[src/rtl/aer_out_arbiter_if.sv]
// ---------------------------------------------------------------------------
// aer_out_arbiter_if
// Bundles the spike-FIFO read side and the AER pad handshake of aer_out_arbiter.
//   FIFO_empty_i   per-source empty flags              (FIFOs   -> arbiter)
//   FIFO_r_en_o    per-source pop strobe, one-hot/zero (arbiter -> FIFOs)
//   FIFO_r_data_i  source k data at [k*M +: M]         (FIFOs   -> arbiter)
//   AER_ADDR_o     {src_idx[1:0], neuron_addr}         (arbiter -> pads)
//   AER_REQ_o      4-phase request                     (arbiter -> pads)
//   AER_ACK_i      4-phase acknowledge, pre-synced     (pads    -> arbiter)
// master = arbiter side, slave = FIFO/pad side.
// ---------------------------------------------------------------------------
interface aer_out_arbiter_if #(
    parameter int M    = 8,
    parameter int NSRC = 4
);
    logic [NSRC-1:0]   FIFO_empty_i;
    logic [NSRC-1:0]   FIFO_r_en_o;
    logic [NSRC*M-1:0] FIFO_r_data_i;
    logic [M+1:0]      AER_ADDR_o;
    logic              AER_REQ_o;
    logic              AER_ACK_i;

    modport master (
        input  FIFO_empty_i, FIFO_r_data_i, AER_ACK_i,
        output FIFO_r_en_o, AER_ADDR_o, AER_REQ_o
    );

    modport slave (
        output FIFO_empty_i, FIFO_r_data_i, AER_ACK_i,
        input  FIFO_r_en_o, AER_ADDR_o, AER_REQ_o
    );
endinterface

[src/rtl/aer_out_arbiter.sv]
// ---------------------------------------------------------------------------
// aer_out_arbiter
// Round-robin scheduler sharing one AER output port between NSRC spike FIFOs.
// Pops one neuron address from the granted FIFO, prefixes the 2-bit source
// index and runs a 4-phase REQ/ACK handshake towards the off-chip receiver.
// Ports:
//   CLK            clock, posedge
//   RSTN           synchronous active-low reset
//   enable_i       allows new arbitration rounds
//   LIF_busy_i     LIF update in progress, blocks new rounds
//   clr_err_i      clears timeout_err_o (a same-cycle new timeout wins)
//   bus            FIFO read side + AER handshake (master modport)
//   busy_o         high in every state except IDLE
//   timeout_err_o  sticky ACK-timeout flag
//   evt_cnt_o      completed handshakes, wraps
// All outputs are registered.
// ---------------------------------------------------------------------------
module aer_out_arbiter #(
    parameter int M           = 8,
    parameter int NSRC        = 4,
    parameter int ACK_TIMEOUT = 255
) (
    input  logic                 CLK,
    input  logic                 RSTN,
    input  logic                 enable_i,
    input  logic                 LIF_busy_i,
    input  logic                 clr_err_i,
    aer_out_arbiter_if.master    bus,
    output logic                 busy_o,
    output logic                 timeout_err_o,
    output logic [15:0]          evt_cnt_o
);

    typedef enum logic [2:0] {IDLE, ARB, WAIT, LOAD, REQ, ACKL} state_t;

    state_t      state;
    logic [1:0]  rr_ptr;      // last granted source
    logic [15:0] timer;
    logic        drop;        // current event was abandoned on timeout

    // Sources padded to 4 so a 2-bit index is always in range.
    logic [3:0]   not_empty;
    logic [M-1:0] src_data [4];

    assign not_empty = 4'(~bus.FIFO_empty_i);

    for (genvar k = 0; k < 4; k++) begin : g_src
        if (k < NSRC) begin : g_used
            assign src_data[k] = bus.FIFO_r_data_i[k*M +: M];
        end else begin : g_pad
            assign src_data[k] = '0;
        end
    end

    // Round-robin scan: rr_ptr+1, rr_ptr+2, ... mod NSRC; first non-empty wins.
    logic [1:0] gnt;
    logic       gnt_vld;
    logic [3:0] gnt_oh;

    always_comb begin : scan
        logic [1:0] idx;
        idx     = '0;
        gnt     = '0;
        gnt_vld = 1'b0;
        for (int i = 1; i <= NSRC; i++) begin
            idx = 2'((int'(rr_ptr) + i) % NSRC);
            if (!gnt_vld && not_empty[idx]) begin
                gnt     = idx;
                gnt_vld = 1'b1;
            end
        end
    end

    assign gnt_oh = 4'b0001 << gnt;

    always_ff @(posedge CLK) begin
        if (!RSTN) begin
            state           <= IDLE;
            bus.FIFO_r_en_o <= '0;
            bus.AER_ADDR_o  <= '0;
            bus.AER_REQ_o   <= 1'b0;
            busy_o          <= 1'b0;
            timeout_err_o   <= 1'b0;
            evt_cnt_o       <= '0;
            rr_ptr          <= 2'(NSRC-1);
            timer           <= '0;
            drop            <= 1'b0;
        end else begin
            // Placed before the FSM so a timeout set below overrides the clear.
            if (clr_err_i) timeout_err_o <= 1'b0;

            case (state)
                IDLE: begin
                    // A stale ACK still high from the receiver blocks a new start.
                    if (enable_i && !LIF_busy_i && (|not_empty) && !bus.AER_ACK_i) begin
                        state  <= ARB;
                        busy_o <= 1'b1;
                    end
                end
                ARB: begin
                    if (gnt_vld) begin
                        bus.FIFO_r_en_o <= gnt_oh[NSRC-1:0];
                        rr_ptr          <= gnt;
                        state           <= WAIT;
                    end else begin
                        state  <= IDLE;
                        busy_o <= 1'b0;
                    end
                end
                WAIT: begin
                    // Pop strobe is visible to the FIFO this cycle; data follows next cycle.
                    bus.FIFO_r_en_o <= '0;
                    state           <= LOAD;
                end
                LOAD: begin
                    bus.AER_ADDR_o <= {rr_ptr, src_data[rr_ptr]};
                    bus.AER_REQ_o  <= 1'b1;
                    timer          <= '0;
                    state          <= REQ;
                end
                REQ: begin
                    if (bus.AER_ACK_i) begin
                        bus.AER_REQ_o <= 1'b0;
                        state         <= ACKL;
                    end else if (timer == 16'(ACK_TIMEOUT-1)) begin
                        // REQ has now been high for ACK_TIMEOUT cycles.
                        bus.AER_REQ_o <= 1'b0;
                        timeout_err_o <= 1'b1;
                        drop          <= 1'b1;
                        state         <= ACKL;
                    end else begin
                        timer <= timer + 16'd1;
                    end
                end
                ACKL: begin
                    if (!bus.AER_ACK_i) begin
                        if (!drop) evt_cnt_o <= evt_cnt_o + 16'd1;
                        drop   <= 1'b0;
                        state  <= IDLE;
                        busy_o <= 1'b0;
                    end
                end
                default: begin
                    state  <= IDLE;
                    busy_o <= 1'b0;
                end
            endcase
        end
    end

endmodule
[src/flat_wrapper.sv]
// flat-port wrapper written by rule: the top's interface ports become plain ports
module aer_out_arbiter_flat 
#(
    parameter int M           = 8,
    parameter int NSRC        = 4,
    parameter int ACK_TIMEOUT = 255
)
  (CLK, RSTN, enable_i, LIF_busy_i, clr_err_i, busy_o, timeout_err_o, evt_cnt_o, bus_FIFO_empty_i, bus_FIFO_r_data_i, bus_AER_ACK_i, bus_FIFO_r_en_o, bus_AER_ADDR_o, bus_AER_REQ_o);
  aer_out_arbiter_if #(.M(M), .NSRC(NSRC)) bus_i ();
  input  logic CLK;
  input  logic RSTN;
  input  logic enable_i;
  input  logic LIF_busy_i;
  input  logic clr_err_i;
  output logic busy_o;
  output logic timeout_err_o;
  output logic [15:0] evt_cnt_o;
  input wire logic [$bits(bus_i.FIFO_empty_i)-1:0] bus_FIFO_empty_i;
  input wire logic [$bits(bus_i.FIFO_r_data_i)-1:0] bus_FIFO_r_data_i;
  input wire logic [$bits(bus_i.AER_ACK_i)-1:0] bus_AER_ACK_i;
  output wire logic [$bits(bus_i.FIFO_r_en_o)-1:0] bus_FIFO_r_en_o;
  output wire logic [$bits(bus_i.AER_ADDR_o)-1:0] bus_AER_ADDR_o;
  output wire logic [$bits(bus_i.AER_REQ_o)-1:0] bus_AER_REQ_o;
  assign bus_i.FIFO_empty_i = bus_FIFO_empty_i;
  assign bus_i.FIFO_r_data_i = bus_FIFO_r_data_i;
  assign bus_i.AER_ACK_i = bus_AER_ACK_i;
  assign bus_FIFO_r_en_o = bus_i.FIFO_r_en_o;
  assign bus_AER_ADDR_o = bus_i.AER_ADDR_o;
  assign bus_AER_REQ_o = bus_i.AER_REQ_o;
  aer_out_arbiter #(.M(M), .NSRC(NSRC), .ACK_TIMEOUT(ACK_TIMEOUT)) u_core (.CLK(CLK), .RSTN(RSTN), .enable_i(enable_i), .LIF_busy_i(LIF_busy_i), .clr_err_i(clr_err_i), .bus(bus_i), .busy_o(busy_o), .timeout_err_o(timeout_err_o), .evt_cnt_o(evt_cnt_o));
endmodule
[config.mk]
export PLATFORM = sky130hd
export DESIGN_NAME = aer_out_arbiter_flat
export DESIGN_NICKNAME = d
export VERILOG_FILES = /design/src/rtl/aer_out_arbiter_if.sv /design/src/rtl/aer_out_arbiter.sv /design/src/flat_wrapper.sv
export SDC_FILE = /design/constraint.sdc
export NUM_CORES = 1
export LEC_CHECK = 0
export BUFFER_PORTS_ARGS = -buffer_cell sky130_fd_sc_hd__buf_2
export CAP_MARGIN = 20
export CELL_PAD_IN_SITES_DETAIL_PLACEMENT = 0
export CELL_PAD_IN_SITES_GLOBAL_PLACEMENT = 2
export CORE_MARGIN = 3
export CORE_UTILIZATION = 31
export DETAILED_ROUTE_END_ITERATION = 8
export PLACE_DENSITY_LB_ADDON = 0.2
export SLEW_MARGIN = 5
export SYNTH_ARGS = -nofsm -noshare
export SYNTH_HDL_FRONTEND = slang
export SYNTH_SLANG_ARGS = --single-unit
export TNS_END_PERCENT = 100
[constraint.sdc]
create_clock -name CLK -period 1.9 [get_ports CLK]
set_clock_uncertainty 0.05 [all_clocks]
set_input_delay 0.19 -clock CLK [delete_from_list [all_inputs] [get_ports CLK]]
set_output_delay 0.19 -clock CLK [all_outputs]
set_load 0.005 [all_outputs]
## After elaboration in Yosys (flattened, before gate mapping)

Index checks and enable logic that the tools add are counted.

- Flip-flop bits (word level): 55
- Output and inout bits: 33

- Equal/unequal tests: 14
- Reductions and logical operators: 25
- Multiplexer cells: 44
- Shifts and indexed selects: 1
- $add $sub $neg: 6
- Bitwise logic cells: 5
- $lt $le $gt $ge: 5

Operators with widths:

| kind | number |
|---|---|
| $add 16x1->16 const B | 2 |
| $mux 16 | 2 |
| $pmux 16 s2 | 1 |
| $mux 1 | 19 |
| $pmux 3 s6 | 1 |
| $bmux 8 s2 | 1 |
| $eq 16x8->1 const B | 1 |
| $mux 8 | 2 |
| $lt 2x3->1 const B | 4 |
| $mux 3 | 4 |
| $mux 2 | 5 |
| $reduce_and 3->1 | 3 |
| $bmux 1 s2 | 4 |
| $ne 2x2->1 const B | 4 |
| $pmux 4 s2 | 1 |
| $reduce_and 4->1 | 2 |
| $eq 3x2->1 const B | 2 |
| $eq 3x3->1 const B | 2 |
| $logic_and 1x1->1 | 6 |
| $ne 2x1->1 const B | 3 |
| $reduce_and 2->1 | 3 |
| $reduce_bool 2->1 | 3 |
| $logic_not 1->1 | 5 |
| $add 2x1->2 const B | 2 |
| other kinds (14) | 18 |

## Longest topological paths before layout

Gate-level depths: netlist of run 1.

- Word-level depth: 16
- Gate-level depth with buffers: 8

## Worst setup path before layout of run 1

No wires, ideal clock.

- Path kind: reg2reg
- From: register u_core.timer[0]
- To: register u_core.timer[15]
- Data required time: 1.735 ns
- Stages on the path, launching flop included: 9
- Arrival time: 1.501 ns
- Path slack: 0.235 ns
- Period minus slack after synthesis: 1.665 ns
- Cell sequence: dfxtp_1 inv_1 ha_1 nor4b_4 nand4_4 a21oi_4 buf_6 nor3_1 o21a_1

- Cells in the longest elaborated chain, start to end: 4
- Elaborated cells on any way between the ends: 7
- Classes of those cells: add/sub: 1; eq/ne: 2; mux: 3; reduce/logical: 1

RTL lines:

| element | RTL line | RTL |
|---|---|---|
| start, declared | aer_out_arbiter.sv:38 | `logic [15:0] timer;` |
| start signal, assigned | aer_out_arbiter.sv:132 | `timer <= timer + 16'd1;` |
| $add 16x1->16 | aer_out_arbiter.sv:132 |  |
| $mux 16 | aer_out_arbiter.sv:125 | `end else if (timer == 16'(ACK_TIMEOUT-1)) begin` |
| $mux 16 | aer_out_arbiter.sv:122 | `if (bus.AER_ACK_i) begin` |
| $pmux 16 s2 | aer_out_arbiter.sv:92 | `case (state)` |

Parallel ways exist; a longest one is shown, timed or not. The select of a mux whose other input is x is not followed.
A chain may end at the register's enable or synchronous reset.

## Worst setup path in the final report of run 1

- From: register u_core.timer[0]
- To: register u_core.timer[13]

Same word-level chain as after synthesis.

==> results.md, run 1 <==
* Area Growth Syn to Fin at 24.1%
* Root buf cell: clkbuf_8
* Die area at 10500 um2
* Crit path launch type: flip-flop
* Crit Path Class: reg2reg
* Met1 Usage GRT at 17.2%
* Htree depth at 2
* Footprint of the multi-input gates at 1700 um2
* Top post-synthesis cells by area: dfxtp_1 38%, mux4_2 6.2%, nand2_1 5.7%
* CP Cell Sequence: inv_1, ha_1, nor4b_4, nand4_4, a21oi_4, buf_2, or4_1, a21oi_1
* Synthesized area per cell at 9.16 um2
* Vias in the first global route at 2378
* Synth top cells by count: 55 x dfxtp_1, 44 x nand2_1, 21 x and2_1
* Cell with the most instances after synthesis: dfxtp_1
* Layer with the highest usage: met2
* DIE WIDTH at 103 um
* Period utilisation layout at 97.9%
* Hold_buf cts at 0
* Leak at 0.00148 uW
* Initial Util at 32.6%
* Post-DP HPWL at 5.21 mm
* Max FO, Critical Path at 7
* Total CTS buffers at 5
* Critical Path Max Stage Delay at 0.46 ns
* Flop2flop setup slack at 0.04 ns
* Routability Congestion at 0.772
* Dpl ws at 0.0630 ns
* Reg2reg start: u_core.timer[0]$_SDFFE_PN0P_
* First-pass GRT wire length at 11.4 mm
* M2 GR Usage at 22.0%
* DRC viols at 0
* CTS tree: built
* Wire per inst at 13.5 um
* Share of the synthesized area in the top cell type at 38.0%
* Worst R2R Path Depth at 8
* Hold_sp: LIF_busy_i
* Clock sink total at 55
* Hold endpoint: u_core.busy_o$_SDFFE_PN0P_
* Clock Latency Late Sink at 0.31 ns
* Crit path capture type: flip-flop
* EDFF count, synth at 0
* PD cells at 602 nW/um2
* Largest net degree at the start of global routing at 23
* Period minus WS final at 1.86 ns
* Setup_tns at 0 ns
* Relative slew slack at 58.5%
* Status: finished, final reports clean
* Measured slew at the worst slew-check pin at 0.618 ns
* Layout Nets at 449
* Final ANT Viol Nets at 0
* Async SR Flop Fraction at 0%
* Ys Warns at 0
* Initial antenna violation count at 0
* DR vias at 2547
* GR Util met3 at 4.26%
* Register area at 1100 um2
* Crit path max-delay cell type: or4_1
* RR Endpoint: u_core.timer[13]$_SDFFE_PN0P_
* Final setup margin at 0.0398 ns
* Max frequency at 538 MHz
* Filler cells at 923
* Max clock buf depth at 2
* # port buffers at 74
* Total Routing Usage GR at 13.4%
* Syn nets at 361
* Cell area after technology mapping at 2900 um2
* Hold crit path type: in2reg
* Share of cells above drive strength 1 at 31.2%
* DRT Pass-1 Iters at 4
* IO Pins at 75
* Maximum vdd drop at 0.000306 V
* Synthesized flop and latch total at 55
* Max-cap viol count at 0
* WP data arrival at 2.05 ns
* Synth cell types at 53
* WL final at 6.91 mm
* Final hold slack at 0.151 ns
* Hold Path Cell Cnt at 4
* Unrepaired setup endpoints after global routing: true
* Required @ worst endpoint at 2.09 ns
* Vias per cell at 4.97
* Ys flop type: dfxtp_1
* Global route overflow at 0
* Final hold vios at 0
* Die Y at 103 um
* CORE AREA at 8890 um2
* Area leader, netlist: dfxtp_1
* Cell Rows at 34
* Cells after synthesis at 316
* Clk slew on worst S/H paths at 0.10 ns
* Post-synthesis sequential area ratio at 38.0%
* N_diodes at 0
* Count of final setup violators at 0
* Max-slew violation count at 0
* Initial DRC count at 95
[cells in the final DEF, fill, tap and decap left out, types with 3 or more instances in the layout]
cell type / count
xor2_1: 6
a21boi_0: 13
dfxtp_1: 53
or3_1: 6
nand3_1: 9
nand4_1: 9
nor2_1: 14
buf_4: 21
mux4_2: 8
nor2b_1: 4
ha_1: 3
a21oi_1: 15
and4_1: 5
o31ai_1: 4
nor3_1: 5
nor3b_1: 4
nand2b_1: 5
nand2_1: 44
o21ai_1: 6
and2_1: 21
buf_2: 75
and3_1: 6
o21ai_0: 6
xnor2_1: 13
or4_1: 3
o21a_1: 3
clkbuf_8: 5
inv_1: 4
[power breakdown]
part / switching, uW / internal [uW]
clock network: 386 / 388
logic: 97.4 / 119
registers: 10.7 / 1160
total: 494 / 1670
[worst max-delay path by stage]
stage          cells past startpoint  slack, ns                             to                         start
3_5_place_dp                       7       0.06  u_core.timer[12]$_SDFFE_PN0P_  u_core.timer[0]$_SDFFE_PN0P_
3_3_place_gp                       8       0.09  u_core.timer[15]$_SDFFE_PN0P_  u_core.timer[0]$_SDFFE_PN0P_
5_1_grt                            8      -0.03  u_core.timer[13]$_SDFFE_PN0P_  u_core.timer[0]$_SDFFE_PN0P_
6_report                           8       0.04  u_core.timer[13]$_SDFFE_PN0P_  u_core.timer[0]$_SDFFE_PN0P_
4_1_cts                            7       0.04  u_core.timer[12]$_SDFFE_PN0P_  u_core.timer[0]$_SDFFE_PN0P_
2_1_floorplan                      8       0.23  u_core.timer[15]$_SDFFE_PN0P_  u_core.timer[0]$_SDFFE_PN0P_
[repair_timing]
action	CTS	global route
endpoints found under the setup margin	0	8
gates resized for setup	0	6
setup buffers	0	2
[cell families after synthesis]
kind of cell / Yosys count / share of synthesized area (%)
AOI/OAI and AO/OA: 57 / 12.8
xor gates and xnor gates: 19 / 5.75
adders and majority gates: 3 / 1.30
buffers and inverters: 19 / 3.24
DFF: 55 / 38.0
muxes: 10 / 6.96
and+or+nand+nor: 153 / 31.9
[through the flow]
stage          instance area (um2)  power [uW]  utilization, %  cells
6_report                      3590        2160            40.4    512
5_1_grt                       3590        2270            40.4    512
2_1_floorplan                 2900        1330               -    316
3_5_place_dp                  3470        1420            39.1    503
3_3_place_gp                  3470        1420            39.1    503
4_1_cts                       3570        2210            40.2    510
[cell type report]
class	instances	share of cell area (%)
tap	108	3.76
clock inverter	1	0.836
multi-input combinational	242	47.4
clock buffer	6	2.02
timing repair buffer	96	14.8
sequential	55	30.7
inverter	4	0.418
[worst max-delay path: cells and delay by family, from the launching register on]
| family | cells | cell delay [ns] |
|---|---|---|
| compound gates | 2 | 0.24 |
| fa+ha+maj | 1 | 0.19 |
| buf+inv | 2 | 0.23 |
| flops | 1 | 0.36 |
| simple gates | 3 | 0.72 |
[sequential cells by signal (all words and copies together), names as in the netlist, 2 cells and up]
signal	cells
u_core.bus.AER_ADDR_o	10
u_core.bus.FIFO_r_en_o	4
u_core.evt_cnt_o	16
u_core.rr_ptr	2
u_core.state	3
u_core.timer	16
[layer usage]
metal	part of all wire (%)	up-vias	routed length, um
met4	1.0	0	72
met5	0	-	0
met1	46	1171	3160
met3	6.8	5	472
met2	46	72	3200
li1	-	1299	-
Note: power is estimated with default switching activity, not from simulation.
==> run 2: changes to the inputs <==
--- a/config.mk
+++ b/config.mk
@@ -13,5 +13,7 @@
 export CORE_UTILIZATION = 31
 export DETAILED_ROUTE_END_ITERATION = 8
+export GPL_ROUTABILITY_DRIVEN = 0
 export PLACE_DENSITY_LB_ADDON = 0.2
+export REMOVE_ABC_BUFFERS = 1
 export SLEW_MARGIN = 5
 export SYNTH_ARGS = -nofsm -noshare
==> constraint.sdc (replaced) <==
create_clock -name CLK -period 1.9 [get_ports CLK]
set_clock_uncertainty 0.05 [all_clocks]
set_input_delay 0.19 -clock CLK [delete_from_list [all_inputs] [get_ports CLK]]
set_output_delay 0.19 -clock CLK [all_outputs]
set_load 0.1 [all_outputs]
==> run 2 against run 1 <==
Fmax is 4.5% higher. Clock power rose by 5.7%. Sequential share of layout area shrank 0.19 points. Die area is the same. Non-clock buffer count shrank 1. Critical path type unchanged.
==> results.md, run 2 (same netlist as run 1, synthesis figures left out) <==
* # port buffers at 74 (unchanged)
* Share of cells above drive strength 1 at 31.4% (+0.17 points)
* Max-cap viol count at 0 (unchanged)
* Critical Path Max Stage Delay at 0.49 ns (+0.03 ns)
* Initial Util at 32.6% (unchanged)
* Relative slew slack at 66.3% (+7.8 points)
* Max-slew violation count at 0 (unchanged)
* DRT Pass-1 Iters at 4 (unchanged)
* CTS tree: built
* Filler cells at 906 (-1.8%)
* Clock Latency Late Sink at 0.31 ns (about the same)
* Hold_sp: clr_err_i
* CORE AREA at 8890 um2 (unchanged)
* Max clock buf depth at 2 (unchanged)
* Measured slew at the worst slew-check pin at 0.509 ns (-0.108 ns)
* Clk slew on worst S/H paths at 0.11 ns (about the same)
* Total Routing Usage GR at 14.1% (+0.71 points)
* Largest registers: u_core.evt_cnt_o (16), u_core.timer (16), u_core.bus.AER_ADDR_o (10)
* Initial DRC count at 79 (-17%)
* Critical Path Source: u_core.state[1]$_SDFFE_PN0P_
* Final ANT Viol Nets at 0 (unchanged)
* Post-DP HPWL at 5.19 mm (-0.31%)
* Final hold vios at 0 (unchanged)
* Setup_tns at 0 ns (unchanged)
* Clock sink total at 55 (unchanged)
* Global route overflow at 0 (unchanged)
* Register area at 1100 um2 (-0.11%)
* WL final at 7.08 mm (+2.5%)
* Cell Rows at 34 (unchanged)
* Critical path's top delay family: simple AND/OR/NAND/NOR gates
* Total CTS buffers at 5 (unchanged)
* WP data arrival at 1.98 ns (-0.07 ns)
* Max frequency at 562 MHz (+4.5%)
* Final hold slack at 0.140 ns (-0.0113 ns)
* PD cells at 620 nW/um2 (+2.9%)
* Count of final setup violators at 0 (unchanged)
* Final instance area at 3610 um2 (+0.52%)
* CP bufs+invs at 1 (-1)
* Maximum vdd drop at 0.000263 V (-14%)
* First-pass GRT wire length at 12.0 mm (+6.0%)
* DR vias at 2571 (+0.94%)
* Period utilisation layout at 93.7% (-4.2 points)
* Most frequent cells in the layout: 74 x buf_2, 54 x dfxtp_1, 44 x nand2_1
* Reg2reg start: u_core.state[1]$_SDFFE_PN0P_
* Required @ worst endpoint at 2.10 ns (about the same)
* Wire per inst at 13.8 um (+2.3%)
* Initial antenna violation count at 0 (unchanged)
* Max FO, Critical Path at 11 (+4)
* Finished Core Util at 40.6% (+0.21 points)
* Die area at 10500 um2 (unchanged)
* Die Y at 103 um (unchanged)
* Vias in the first global route at 2511 (+5.6%)
* Crit path max-delay cell type: or4_1
* Post-CTS Setup Repair Bufs at 0 (unchanged)
* Vias per cell at 5.01 (+0.75%)
* Root buf cell: clkbuf_8
* DRC viols at 0 (unchanged)
* Crit Path Class: reg2reg
* Hold_buf cts at 0 (unchanged)
* IO Pins at 75 (unchanged)
* Layout Nets at 449 (unchanged)
* Dpl cell area at 3480 um2 (+0.22%)
* Crit path launch type: flip-flop
* Period minus WS final at 1.78 ns (-0.0804 ns)
* Post-CTS resize count at 0 (unchanged)
* Status: finished, final reports clean
* Most common cell after layout, fill and taps aside: buf_2
* N_diodes at 0 (unchanged)
* Unrepaired setup endpoints after global routing: false
* Placed instance count at 504 (+0.20%)
* Hold crit path type: in2reg
* Non-filler instance count after layout at 513 (+0.20%)
* Crit path capture type: flip-flop
* Largest net degree at the start of global routing at 28 (+22%)
* Htree depth at 2 (unchanged)
* CP Cell Sequence: buf_4, nor3_4, a21oi_2, or4_1, a21oi_1
* DIE WIDTH at 103 um (unchanged)
* Area Growth Syn to Fin at 24.8%
* Footprint of the multi-input gates at 1720 um2 (+0.73%)
* Leak at 0.00148 uW (+0.24%)
run 2: cell types whose count changed in the layout (fill, tap and decap cells not counted), sizes merged:
| cell | before | now |
|---|---|---|
| a21oi | 16 | 17 |
| buf | 96 | 95 |
| clkbuf | 6 | 5 |
| clkinvlp | 0 | 1 |
| inv | 4 | 5 |
run 2: worst paths after layout:
kind                                       endpoint  slack (ns)  cells after the start
max                   u_core.timer[13]$_SDFFE_PN0P_        0.12                      5
min reg2reg  u_core.bus.FIFO_r_en_o[2]$_SDFFE_PN0P_        0.41                      2
min                 u_core.timeout_err_o$_SDFF_PN0_        0.14                      3
max reg2reg           u_core.timer[13]$_SDFFE_PN0P_        0.12                      5
run 2: where the power goes:
group	total (uW)	switching (uW)	internal, uW
combinational	243	130	112
sequential	1180	14.7	1160
clock	817	419	398
total	2240	564	1670
run 2: worst min-delay path, stage by stage:
cell,delay (ns)
buf_2,0.08
o22ai_1,0.06
and2_1,0.14
run 2: area by class of cell:
type / count / area share [%]
clock buffers: 5 / 1.91
clock inverters: 3 / 1.28
flip-flops and latches: 55 / 30.5
well taps: 108 / 3.74
multi-input cells: 243 / 47.5
inverters: 4 / 0.416
repair buffers: 95 / 14.6
run 2: metal layers:
metal | GRT usage, % | routed length [um] | vias up
li1 | - | - | 1308
met1 | 19.5 | 3410 | 1179
met2 | 21.7 | 3090 | 78
met3 | 4.40 | 510 | 6
met4 | 3.33 | 73 | 0
met5 | 0 | 0 | -
run 2: per-stage QoR:
step | total power, uW | worst slack, ns
detailed placement | 1450 | 0.0951
global route | 2350 | 0.00601
finish | 2240 | 0.120
global placement | 1450 | 0.0969
floorplan | 1350 | -0.404
CTS | 2280 | 0.0661
